File: config.mk
export PLATFORM = sky130hd
export DESIGN_NAME = uart_cmd_gen
export DESIGN_NICKNAME = d
export VERILOG_FILES = /design/src/rtl/uart_cmd_gen.sv
export SDC_FILE = /design/constraint.sdc
export NUM_CORES = 1
export LEC_CHECK = 0
export ABC_AREA = 1
export CAP_MARGIN = 25
export CORE_MARGIN = 4
export CORE_UTILIZATION = 55
export DETAILED_ROUTE_END_ITERATION = 6
export PLACE_DENSITY = 0.85
export SYNTH_ARGS = -nofsm -noshare
export SYNTH_HDL_FRONTEND = slang
export SYNTH_SLANG_ARGS = --single-unit
File: constraint.sdc
create_clock -name clk -period 6.9 [get_ports clk]
set_input_delay 1.035 -clock clk [delete_from_list [all_inputs] [get_ports clk]]
set_output_delay 1.035 -clock clk [all_outputs]
set_load 0.1 [all_outputs]
File: src/rtl/uart_cmd_gen.sv
// Host-side UART command serializer: expands one handshaked command into its
// protocol byte sequence and shifts each byte out as an LSB-first UART frame.
module uart_cmd_gen #(
  parameter int unsigned CLKS_PER_BIT = 8,
  parameter int unsigned GAP_BITS     = 1
) (
  input  logic       clk,
  input  logic       rst,
  input  logic       cmd_valid,
  output logic       cmd_ready,
  input  logic [1:0] cmd_type,
  input  logic [7:0] cmd_addr,
  input  logic [7:0] cmd_data,
  input  logic [7:0] cmd_opb,
  input  logic [7:0] cmd_fun,
  input  logic       par_en,
  input  logic       par_typ,
  output logic       tx_out,
  output logic       busy,
  output logic       done
);

  typedef enum logic [2:0] {StIdle, StStart, StData, StParity, StStop, StGap} state_e;

  localparam logic [7:0] CntLast = 8'(CLKS_PER_BIT - 1);
  localparam logic [2:0] GapLast = (GAP_BITS == 0) ? 3'd0 : 3'(GAP_BITS - 1);

  state_e     state_q, state_d;
  logic [7:0] cnt_q, cnt_d;
  logic [2:0] bit_idx_q, bit_idx_d;
  logic [1:0] byte_idx_q, byte_idx_d;
  logic [1:0] typ_q;
  logic [7:0] addr_q, data_q, opb_q, fun_q;
  logic       par_en_q, par_typ_q;
  logic       tx_q, tx_d;
  logic       busy_q, done_q, done_d, ready_q;
  logic       accept, last_tick, byte_end;
  logic [1:0] last_byte;
  logic [7:0] cur_byte_d;

  function automatic logic [7:0] byte_at(input logic [1:0] typ, input logic [1:0] idx,
                                         input logic [7:0] addr, input logic [7:0] data,
                                         input logic [7:0] opb, input logic [7:0] fun);
    logic [7:0] b;
    b = 8'h00;
    unique case (typ)
      2'd0: b = (idx == 2'd0) ? 8'hAA : (idx == 2'd1) ? addr : data;
      2'd1: b = (idx == 2'd0) ? 8'hBB : addr;
      2'd2: b = (idx == 2'd0) ? 8'hCC : (idx == 2'd1) ? data : (idx == 2'd2) ? opb : fun;
      default: b = (idx == 2'd0) ? 8'hDD : fun;
    endcase
    return b;
  endfunction

  assign accept    = cmd_valid && ready_q;
  assign last_tick = (cnt_q == CntLast);

  always_comb begin
    unique case (typ_q)
      2'd0:    last_byte = 2'd2;
      2'd2:    last_byte = 2'd3;
      default: last_byte = 2'd1;
    endcase
  end

  always_comb begin
    state_d    = state_q;
    cnt_d      = last_tick ? 8'd0 : cnt_q + 8'd1;
    bit_idx_d  = bit_idx_q;
    byte_idx_d = byte_idx_q;
    done_d     = 1'b0;
    byte_end   = 1'b0;
    case (state_q)
      StIdle: begin
        cnt_d = 8'd0;
        if (accept) begin
          state_d    = StStart;
          bit_idx_d  = 3'd0;
          byte_idx_d = 2'd0;
        end
      end
      StStart: if (last_tick) begin
        state_d   = StData;
        bit_idx_d = 3'd0;
      end
      StData: if (last_tick) begin
        if (bit_idx_q == 3'd7) state_d = par_en_q ? StParity : StStop;
        else                   bit_idx_d = bit_idx_q + 3'd1;
      end
      StParity: if (last_tick) state_d = StStop;
      StStop: if (last_tick) begin
        if (GAP_BITS == 0) begin
          byte_end = 1'b1;
        end else begin
          state_d   = StGap;
          bit_idx_d = 3'd0;
        end
      end
      StGap: if (last_tick) begin
        // bit_idx doubles as the gap-period counter here
        if (bit_idx_q == GapLast) byte_end = 1'b1;
        else                      bit_idx_d = bit_idx_q + 3'd1;
      end
      default: state_d = StIdle;
    endcase
    if (byte_end) begin
      if (byte_idx_q < last_byte) begin
        byte_idx_d = byte_idx_q + 2'd1;
        state_d    = StStart;
      end else begin
        state_d = StIdle;
        done_d  = 1'b1;
      end
    end
  end

  // Line level is computed for the upcoming cycle so tx_out comes straight from a flop.
  always_comb begin
    cur_byte_d = byte_at(typ_q, byte_idx_d, addr_q, data_q, opb_q, fun_q);
    case (state_d)
      StStart:  tx_d = 1'b0;
      StData:   tx_d = cur_byte_d[bit_idx_d];
      StParity: tx_d = par_typ_q ? ~^cur_byte_d : ^cur_byte_d;
      default:  tx_d = 1'b1;
    endcase
  end

  always_ff @(posedge clk or negedge rst) begin
    if (!rst) begin
      state_q    <= StIdle;
      cnt_q      <= 8'd0;
      bit_idx_q  <= 3'd0;
      byte_idx_q <= 2'd0;
      tx_q       <= 1'b1;
      busy_q     <= 1'b0;
      done_q     <= 1'b0;
      ready_q    <= 1'b1;
    end else begin
      state_q    <= state_d;
      cnt_q      <= cnt_d;
      bit_idx_q  <= bit_idx_d;
      byte_idx_q <= byte_idx_d;
      tx_q       <= tx_d;
      busy_q     <= (state_d != StIdle);
      done_q     <= done_d;
      ready_q    <= (state_d == StIdle);
    end
  end

  always_ff @(posedge clk or negedge rst) begin
    if (!rst) begin
      typ_q     <= 2'd0;
      addr_q    <= 8'd0;
      data_q    <= 8'd0;
      opb_q     <= 8'd0;
      fun_q     <= 8'd0;
      par_en_q  <= 1'b0;
      par_typ_q <= 1'b0;
    end else if (accept) begin
      typ_q     <= cmd_type;
      addr_q    <= cmd_addr;
      data_q    <= cmd_data;
      opb_q     <= cmd_opb;
      fun_q     <= cmd_fun;
      par_en_q  <= par_en;
      par_typ_q <= par_typ;
    end
  end

  assign tx_out    = tx_q;
  assign busy      = busy_q;
  assign done      = done_q;
  assign cmd_ready = ready_q;

endmodule
==> metrics, run 1 <==
deepest clock path buffer count=2; IO buf count=42; critical path endpoint category=flop; GPL Wtd Cong=between 0.8 and 0.9; GRT Overall Usage=0.228; Final Max Slew Viols=0; Worst-path clk slew=~0.1 ns; largest net degree at the start of global routing=57; remaining global-route overflow=0; Die X=slightly below 90 um; Max-cap violations=0; DR iter-0 viols=between 200 and 250; Slew HR=0.357; Tcrit/Tclk final=0.546; cell internal pwr=between 0.4 and 0.5 mW; Layout Nets=614; non-filler instance count after layout=about 650; CTS tree=done; Cell Rows=29; initial core utilization=0.566; Static Leak=approximately 2.2 nW; Die Span Y=approximately 89 um; fraction of layout cells with a size suffix above 1=0.0791; Yosys warning total=0; # IOs=43; Netlist cell types=31; Placed Area=about 4000 um^2; later-pin clock latency in the skew report=between 0.3 and 0.4 ns; hold path depth=1; Sequential Power Share=0.545; WP data required=between 7 and 8 ns; 1st-pass router iterations=4; startpoint types=primary input; clock sinks=56; share of the synthesized area in the top cell type=0.376; switching pwr=about 0.11 mW; cell area after layout=roughly 4200 um^2; die area=7890 um^2; Clock Power Share=0.410; Post-CTS Hold Fix Bufs=0; leading area contributor after synthesis=dfrtp_1; Seq cells post-synth=between 50 and 60; synthesized cell area=between 3000 and 4000 um^2; Critical Path AT=about 4 ns; worst hold path class=flop to flop; post-synthesis sequential area ratio=0.391; total wire length=between 8000 and 9000 um; critical path fanouts, max=25; Tightest Pin Transition=about 0.96 ns; unrepaired setup endpoints after global routing=no; Final TNS setup=0 ns; Final Skew=0.00647 ns; Peak VDD IR=0.118 mV; CTS root buffer=clkbuf_8; Mapped Cells=534; WL/cell=12.6 um; DRC Markers=0; Avg Inst Size Synth=slightly below 7 um^2; Layout area overhead=15.6%; Period minus WS final=~3.8 ns; Hold Vio Cnt, Final=0; hold slack=between 0.4 and 0.5 ns; CTS Buf Count=5; first-pass GRT wire length=approximately 14000 um; Final Setup Violations=0; r2r worst-path depth=20; Syn Nets=579; ANT cells=0; H-Tree Depth=2; via count=3393; Area contributors post-synth=dfrtp_1 (38%), nand2_1 (22%), inv_1 (5.7%), nand3_1 (5.0%), nor2_1 (5.0%); initial antenna violation count=0; DRT antenna net count=0; Power Total=0.602 mW; Cell Pwr Density=145 nW/um^2; CP Class=primary input to flop; vias in the first global route=3220; placed cells=639; Post-CTS Resized=0; HPWL Detailed=6110 um; Core Box Area=roughly 6300 um^2; vias per cell=about 5.3; post-CTS setup buffers=0; switch share=0.187; Peak Freq=approximately 270 MHz; combinational share of power=0.046; run status=finished clean
==> power by group through the flow <==
stage / Sequential (mW) / Clock, mW / Combinational (mW)
after floorplan: 0.335 / 0 / 0.00000115
after global placement: 0.334 / 0 / 0.0274
after detailed placement: 0.334 / 0 / 0.0280
after CTS: 0.328 / 0.254 / 0.0280
after global routing: 0.328 / 0.267 / 0.0301
final: 0.328 / 0.247 / 0.0274
==> metal layers <==
metal,GRT usage,vias to the layer above,share of wire
met5,0,-,0
met4,0.0714,0,0.020
met3,0.0289,13,0.039
met2,0.422,83,0.51
met1,0.271,1569,0.43
li1,-,1728,-
==> state kept, by name (all words and copies together), names as in the netlist, 2 cells and up <==
signal,flops
state_q,3
byte_idx_q,2
bit_idx_q,3
addr_q,8
fun_q,8
opb_q,8
cnt_q,8
data_q,8
typ_q,2
==> cell families after synthesis <==
kind of cell / Yosys count / synth area share
DFF: 56 / 0.391
AOI/OAI and AO/OA: 46 / 0.0714
buffers and inverters: 84 / 0.0985
adders and majority gates: 6 / 0.0209
xor gates and xnor gates: 3 / 0.00731
and+or+nand+nor: 339 / 0.411
==> worst max-delay path, stage by stage <==
cell and delay, ns:
clkdlybuf4s50_1 0.40, nand2_1 0.61, nor2_1 0.19, nor2_1 0.17, nand2_2 0.08, nand2_4 0.19
clkinv_4 0.10, nand2_4 0.13, nand2_1 0.17, or2_1 0.24, nand2_1 0.10, nor2_1 0.07
nor2_2 0.13, nand2_1 0.06, nand2_1 0.05, nand2_1 0.06, nand2_1 0.06, nand2_1 0.04
nand3_1 0.06, nand2_1 0.05
==> metrics by stage <==
stage | util | worst slack, ns
2_1_floorplan | - | 4.19
3_3_place_gp | 0.634 | 2.92
3_5_place_dp | 0.634 | 2.79
4_1_cts | 0.655 | 3.11
5_1_grt | 0.655 | 2.76
6_report | 0.655 | 3.13
==> cells in the mapped netlist (all sizes together) <==
cell / count
o21ai: 25
o22ai: 2
nand3: 38
nor2: 51
ha: 6
a21oi: 16
nor3: 6
nand2: 226
clkbuf: 7
dfrtp: 54
nand4: 13
o211ai: 2
nand3b: 3
clkinv: 1
buf: 9
or2: 2
dfstp: 2
xor2: 3
a32oi: 1
inv: 67
==> cell type report <==
| type | instances | area, um^2 |
|---|---|---|
| well taps | 77 | 96.3 |
| inverters | 68 | 260 |
| multi-input cells | 394 | 1840 |
| flip-flops and latches | 56 | 1400 |
| clock buffers | 5 | 68.8 |
| clock inverters | 2 | 60.1 |
| repair buffers | 44 | 430 |
| fillers | 539 | 2190 |
==> path summary, 6_finish.rpt <==
check / from / end / slack [ns]
max reg2reg: cmd_ready / tx_out / 3.81
max: cmd_valid / tx_out / 3.13
min: cnt_q[0] / cnt_q[0] / 0.48
min in group asynchronous: rst / cnt_q[4] / 0.85
min reg2reg: cnt_q[0] / cnt_q[0] / 0.48
max in group asynchronous: rst / fun_q[0] / 5.59
==> cell usage in the layout (no fill, tap or decap), types with 3 or more instances in the layout <==
cell,netlist,layout
a21oi_1,12,12
a21oi_2,4,4
clkbuf_8,0,5
clkdlybuf4s50_1,0,41
dfrtp_1,54,54
ha_1,6,6
inv_1,55,55
inv_2,12,12
nand2_1,215,215
nand2_2,5,5
nand2_4,6,6
nand3_1,36,36
nand3b_1,3,3
nand4_1,13,13
nor2_1,48,48
nor3_1,6,6
o21ai_0,20,20
o21ai_1,5,5
xor2_1,3,3
No activity file was read; power rests on OpenSTA's default activity.
==> run 2, diff against run 1 <==
CORE_UTILIZATION = 51   (was 55)
PLACE_DENSITY = 0.83   (was 0.85)
clock period = 3.11 ns   (was 6.9 ns; I/O delays follow)
==> run 2 against run 1 <==
Net effect: design area grew 2.9%; utilization shrank 2.8 points; setup slack lost 2.9 ns; sequential share of layout area shrank 0.96 points; global-route usage shrank 0.89 points; hold slack lost 0.017 ns; clock power grew 72%; clock skew grew 0.0031 ns; cell count grew 4.6%; via count grew 2.3%; die area grew 7.1%; combinational power grew 140%; critical path type is now flop to flop; highest routed layer unchanged.
==> metrics, run 2 (synthesis gave the netlist of run 1 again) <==
first-pass GRT wire length=15300 um (+8.0%); DR iter-0 viols=247 (+2.1%); register area=1400 um^2 (unchanged); Tightest Pin Transition=0.498 ns (-0.464 ns); clock sinks=56 (unchanged); critical path endpoint category=flop; CP cell instances=ha_1 -> a21oi_4 -> nand3_2 -> nand2_4 -> clkinv_4 -> nand2_8 -> nand2_1 -> or2_1 -> nand2_1 -> nand2_1 -> inv_1 -> nor2_2 -> nand2_1 -> nand2_1 -> nand2_1 -> nand2_1 -> nand2_1 -> nand3_1 -> nand2_1; Power Total=1.22 mW (+100%); area of the multi-input gates=1890 um^2 (+2.7%); Tcrit/Tclk final=0.915; Slew HR=0.665 (+0.308); CTS root buffer=clkbuf_8; commonest non-fill, non-tap cell in the layout=nand2_1; met1 usage=0.265 (-0.00685); Die X=92.0 um (+3.5%); placed cells=664 (+3.9%); WL/cell=12.9 um (+2.2%); largest net degree at the start of global routing=50 (-12%); critical path's slowest cell=dfrtp_1; HPWL Detailed=6550 um (+7.2%); initial antenna violation count=0 (unchanged); CP most frequent cell=nand2_1; DRT antenna net count=0 (unchanged); 1st-pass router iterations=4 (unchanged); r2r worst-path depth=19 (-5.0%); Static Leak=2.25 nW (+2.2%); Layout Nets=624 (+1.6%); grt peak-use layer=met2; critical path fanouts, max=12 (-52%); Final Setup Violations=0 (unchanged); via count=3470 (+2.3%); Reg2Reg Setup Slack=0.26 ns (-3.55 ns); Period minus WS final=between 2 and 3 ns; Cell Pwr Density=285 nW/um^2 (+97%); run status=finished clean; final-layout fill cell count=623 (+16%); initial core utilization=0.526 (-0.0399); deepest clock path buffer count=2 (unchanged); CTS tree=done; Peak Freq=roughly 350 MHz; Final Max Slew Viols=0 (unchanged); # IOs=43 (unchanged); remaining global-route overflow=0 (unchanged); IO buf count=42 (unchanged); DRC Markers=0 (unchanged); total wire length=8710 um (+7.0%); most frequent cells in the layout=nand2_1 (214), inv_1 (55), dfrtp_1 (54); Hold Vio Cnt, Final=0 (unchanged); Final TNS setup=0 ns (unchanged); H-Tree Depth=2 (unchanged); GPL Wtd Cong=0.965 (+7.8%); CP Class=flop to flop; worst hold path class=primary input to asynchronous set/reset pin; Slowest Stage Delay on Critical Path=0.47 ns (-0.14 ns); GR met3 Demand/Resource=0.0353 (+0.00641); Cell Rows=30 (+3.4%); worst reg2reg path endpoint=tx_out; fraction of layout cells with a size suffix above 1=0.109 (+0.0295); met2 Use GR=0.387 (-0.0355); WP data required=3.37 ns (-3.77 ns); later-pin clock latency in the skew report=0.32 ns (about the same); Worst-path clk slew=0.10 ns (about the same); vias per cell=5.13 (-2.3%); Max-cap violations=0 (unchanged); die area=8460 um^2 (+7.1%); r2r startpoint=byte_idx_q[1]; non-filler instance count after layout=676 (+4.6%); Final Skew=0.00957 ns (+0.00310 ns); startpoint types=flop; Critical Path AT=3.11 ns (-0.90 ns); GRT Overall Usage=0.219 (-0.00895); Core Box Area=6830 um^2 (+7.6%); ANT cells=0 (unchanged); vias in the first global route=3563 (+11%); Layout area overhead=19.0%; CTS Buf Count=5 (unchanged); hold slack=0.460 ns (-0.0166 ns); Peak VDD IR=0.217 mV (+83%); Die Span Y=92.0 um (+3.5%)
[run 2: cell count changes in the layout (fill, tap and decap cells not counted), moves of 2 or more]
cell and delta:
buf_4 +12, clkdlybuf4s50_1 -4, nand2_8 +3, nor2_1 -3, nor2_2 +3, bufinv_16 -2, clkinvlp_4 +2, nand2_4 -2
[run 2: per-layer routing]
layer  routed length [um]  vias up
li1                     -     1755
met4                  187        0
met1                 3750     1587
met2                 4350      109
met3                  422       19
met5                    0        -
[run 2: power breakdown]
group / internal, mW / switching [mW] / leakage, nW / total [mW]
Sequential: 0.728 / 0 / 0.677 / 0.728
Combinational: 0.0456 / 0.0212 / 1.53 / 0.0668
Clock: 0.181 / 0.243 / 0.0434 / 0.424
Total: 0.954 / 0.264 / 2.25 / 1.22
[run 2: timing repair]
item,in CTS,in global routing
buffers inserted,0,2
endpoints found under the hold margin,0,1
endpoints found under the setup margin,0,1
resized for setup,0,9
hold buffers,0,1
[run 2: layout make-up]
| cell class | instances | area share |
|---|---|---|
| Tap cell | 96 | 0.0281 |
| Clock buffer | 6 | 0.0193 |
| Sequential cell | 56 | 0.328 |
| Timing Repair Buffer | 54 | 0.119 |
| Multi-Input combinational cell | 394 | 0.441 |
| Inverter | 68 | 0.0608 |
| Clock inverter | 2 | 0.00351 |
[run 2: worst max-delay path by stage]
stage | startpoint | to | slack, ns | cells after the start
3_3_place_gp | cmd_valid | tx_out | 0.15 | 21
2_1_floorplan | cmd_ready | tx_out | 0.48 | 24
3_5_place_dp | cmd_valid | tx_out | 0.05 | 21
6_report | byte_idx_q[1] | tx_out | 0.26 | 19
5_1_grt | cnt_q[0] | tx_out | -0.02 | 24
4_1_cts | cnt_q[0] | tx_out | 0.12 | 22
[run 2: per-stage QoR]
stage                util  setup slack [ns]  cell area (um^2)
floorplan               -             0.482              3590
global placement    0.598             0.154              4090
detailed placement  0.598            0.0520              4090
CTS                 0.612             0.119              4180
global route        0.626           -0.0227              4280
finish              0.626             0.264              4280
[run 2: critical path, delay by kind of cell (launching register included)]
kind	cells	cell delay, ns
simple gates	15	1.50
flops	1	0.47
fa+ha+maj	1	0.36
compound gates	1	0.25
buf+inv	2	0.19
==> run 3, diff against run 2 <==
--- a/config.mk
+++ b/config.mk
@@ -10,5 +10,5 @@
 export CORE_MARGIN = 4
-export CORE_UTILIZATION = 51
+export CORE_UTILIZATION = 55
 export DETAILED_ROUTE_END_ITERATION = 6
-export PLACE_DENSITY = 0.83
+export PLACE_DENSITY = 0.85
 export SYNTH_ARGS = -nofsm -noshare
==> constraint.sdc (replaced) <==
create_clock -name clk -period 3.2 [get_ports clk]
set_input_delay 0.64 -clock clk [delete_from_list [all_inputs] [get_ports clk]]
set_output_delay 0.64 -clock clk [all_outputs]
set_load 0.1 [all_outputs]
==> run 3 against run 2 <==
Net effect: clock power up 18%; routed wire length down 6.9%; design area down 1.7%; combinational power down 12%; setup slack better by 0.12 ns; cell count down 3.4%; maximum frequency up 1.0%; critical endpoint unchanged; highest routed layer unchanged.
==> metrics, run 3 (synthesis gave the netlist of run 1 again) <==
run status=finished clean; Cell Pwr Density=302 nW/um^2 (+5.9%); Slowest Stage Delay on Critical Path=0.46 ns (about the same); CP cell instances=ha_1 -> a21oi_2 -> nand3_2 -> nand2_8 -> clkinv_4 -> nand2_4 -> nand2_1 -> nor2_1 -> nand2_1 -> a21oi_2 -> nand2_1 -> nand2_1 -> nand2_1 -> nand2_1 -> nand2_1 -> nand2_1 -> nand2_1 -> nand3_1 -> nand2_1; Post-CTS Hold Fix Bufs=0 (unchanged); cell area after layout=4210 um^2 (-1.7%); CTS Buf Count=5 (unchanged); total wire length=8100 um (-6.9%); Cell Rows=29 (-3.3%); CP most frequent cell=nand2_1; Hold Vio Cnt, Final=0 (unchanged); Peak Freq=355 MHz (+1.0%); HPWL Detailed=6190 um (-5.5%); Place WS=0.147 ns (+0.0955 ns); Worst-path clk slew=0.10 ns (about the same); vias per cell=5.20 (+1.3%); IO buf count=42 (unchanged); met3 WL=325 um (-23%); initial core utilization=0.566 (+0.0399); die area=7890 um^2 (-6.6%); worst reg2reg path endpoint=tx_out; Final Setup Violations=0 (unchanged); Die X=88.8 um (-3.4%); Max-cap violations=0 (unchanged); initial antenna violation count=0 (unchanged); WP data required=3.44 ns (+0.07 ns); remaining global-route overflow=0 (unchanged); critical path endpoint category=flop; 1st-pass router iterations=5 (+1); DRT antenna net count=0 (unchanged); Slew HR=0.540 (-0.125); critical path fanouts, max=21 (+9); WL/cell=12.4 um (-3.7%); Layout Nets=620 (-0.64%); largest net degree at the start of global routing=50 (unchanged); r2r worst-path depth=19 (unchanged); most frequent cells in the layout=nand2_1 (215), inv_1 (55), dfrtp_1 (54); CP Class=flop to flop; CP startpoint=byte_idx_q[1]; Period minus WS final=2.82 ns (-0.0282 ns); Die Span Y=88.8 um (-3.4%); final-layout fill cell count=569 (-8.7%); hold slack=0.361 ns (-0.0992 ns); Final Skew=0.00710 ns (-0.00247 ns); DRC Markers=0 (unchanged); commonest non-fill, non-tap cell in the layout=nand2_1; Core Box Area=6350 um^2 (-7.1%); Placed Area=4050 um^2 (-0.95%); unrepaired setup endpoints after global routing=no; Final TNS setup=0 ns (unchanged); Static Leak=2.24 nW (-0.53%); top routing layer used=met4; Layout area overhead=17.0%; Final Max Slew Viols=0 (unchanged); fin worst setup slack=0.382 ns (+0.118 ns); H-Tree Depth=2 (unchanged); fraction of layout cells with a size suffix above 1=0.0990 (-0.00966); Tightest Pin Transition=0.690 ns (+0.192 ns); first-pass GRT wire length=13900 um (-8.9%); critical path's slowest cell=dfrtp_1; vias in the first global route=3261 (-8.5%); GPL Wtd Cong=0.994 (+3.0%); DR iter-0 viols=190 (-23%); startpoint types=flop; met2 wire len=4060 um (-6.6%); later-pin clock latency in the skew report=0.31 ns (about the same); Reg2Reg Setup Slack=0.38 ns (+0.12 ns); Tcrit/Tclk final=0.880 (-0.0345); CTS root buffer=clkbuf_8; Peak VDD IR=0.189 mV (-13%); deepest clock path buffer count=2 (unchanged); CTS tree=done; Critical Path AT=3.06 ns (-0.05 ns); Met1 Wirelength=3480 um (-7.4%); # IOs=43 (unchanged); clock sinks=56 (unchanged); via count=3396 (-2.1%); GRT Overall Usage=0.221 (+0.00259); r2r startpoint=byte_idx_q[1]; ANT cells=0 (unchanged); worst hold path class=primary input to asynchronous set/reset pin
run 3: changes by cell type in the layout (fill, tap and decap cells not counted):
| cell | previous run | this run |
|---|---|---|
| nor2_4 | 0 | 1 |
| a21oi_2 | 3 | 4 |
| nor2_2 | 4 | 1 |
| clkbuf_8 | 6 | 7 |
| nand2_4 | 4 | 5 |
| nand2_8 | 3 | 1 |
| buf_4 | 14 | 12 |
| clkinvlp_4 | 2 | 0 |
| nand2_1 | 214 | 215 |
| buf_12 | 1 | 0 |
| nor2_1 | 45 | 47 |
| bufinv_16 | 0 | 1 |
| a21oi_4 | 1 | 0 |
| dlygate4sd3_1 | 1 | 0 |
run 3: layer usage:
| layer | GRT usage | up-vias |
|---|---|---|
| li1 | - | 1739 |
| met5 | 0 | - |
| met4 | 0.0824 | 0 |
| met1 | 0.261 | 1550 |
| met2 | 0.396 | 82 |
| met3 | 0.0438 | 25 |
run 3: how the worst max path moves through the flow:
stage          cells after the start  endpoint  slack [ns]
2_1_floorplan                     24    tx_out        0.57
3_3_place_gp                      21    tx_out        0.25
3_5_place_dp                      21    tx_out        0.15
4_1_cts                           23    tx_out        0.27
5_1_grt                           24    tx_out       0.006
6_report                          19    tx_out        0.38
run 3: cell type report:
class	count	area [um^2]	share of cell area
clock buffers	7	96.3	0.0229
clock inverters	1	30.0	0.00714
inverters	68	260	0.0619
multi-input cells	394	1850	0.441
flip-flops and latches	56	1400	0.334
well taps	77	96.3	0.0229
repair buffers	50	465	0.111
run 3: worst max-delay path, delay by kind of cell, from the launching register on:
kind	cells	cell delay (ns)
buffers and inverters	1	0.08
adders and majority gates	1	0.33
DFF	1	0.46
AOI/OAI and AO/OA	2	0.50
and+or+nand+nor	15	1.39
run 3: stage by stage:
step,utilization,instances,total power [mW]
finish,0.662,653,1.27
global route,0.662,653,1.32
CTS,0.657,651,1.28
detailed placement,0.637,643,0.781
global placement,0.637,643,0.780
floorplan,-,534,0.721
run 3: what timing repair did:
action	CTS	global route
endpoints found under the setup margin	0	1
buffers inserted	0	2
resized for setup	0	3
hold endpoints to repair	0	0
run 3: where the power goes:
| group | leakage [nW] | total [mW] | switching, mW | internal (mW) |
|---|---|---|---|---|
| Clock | 0.0645 | 0.502 | 0.226 | 0.276 |
| Combinational | 1.50 | 0.0589 | 0.0189 | 0.0401 |
| Sequential | 0.677 | 0.707 | 0 | 0.707 |
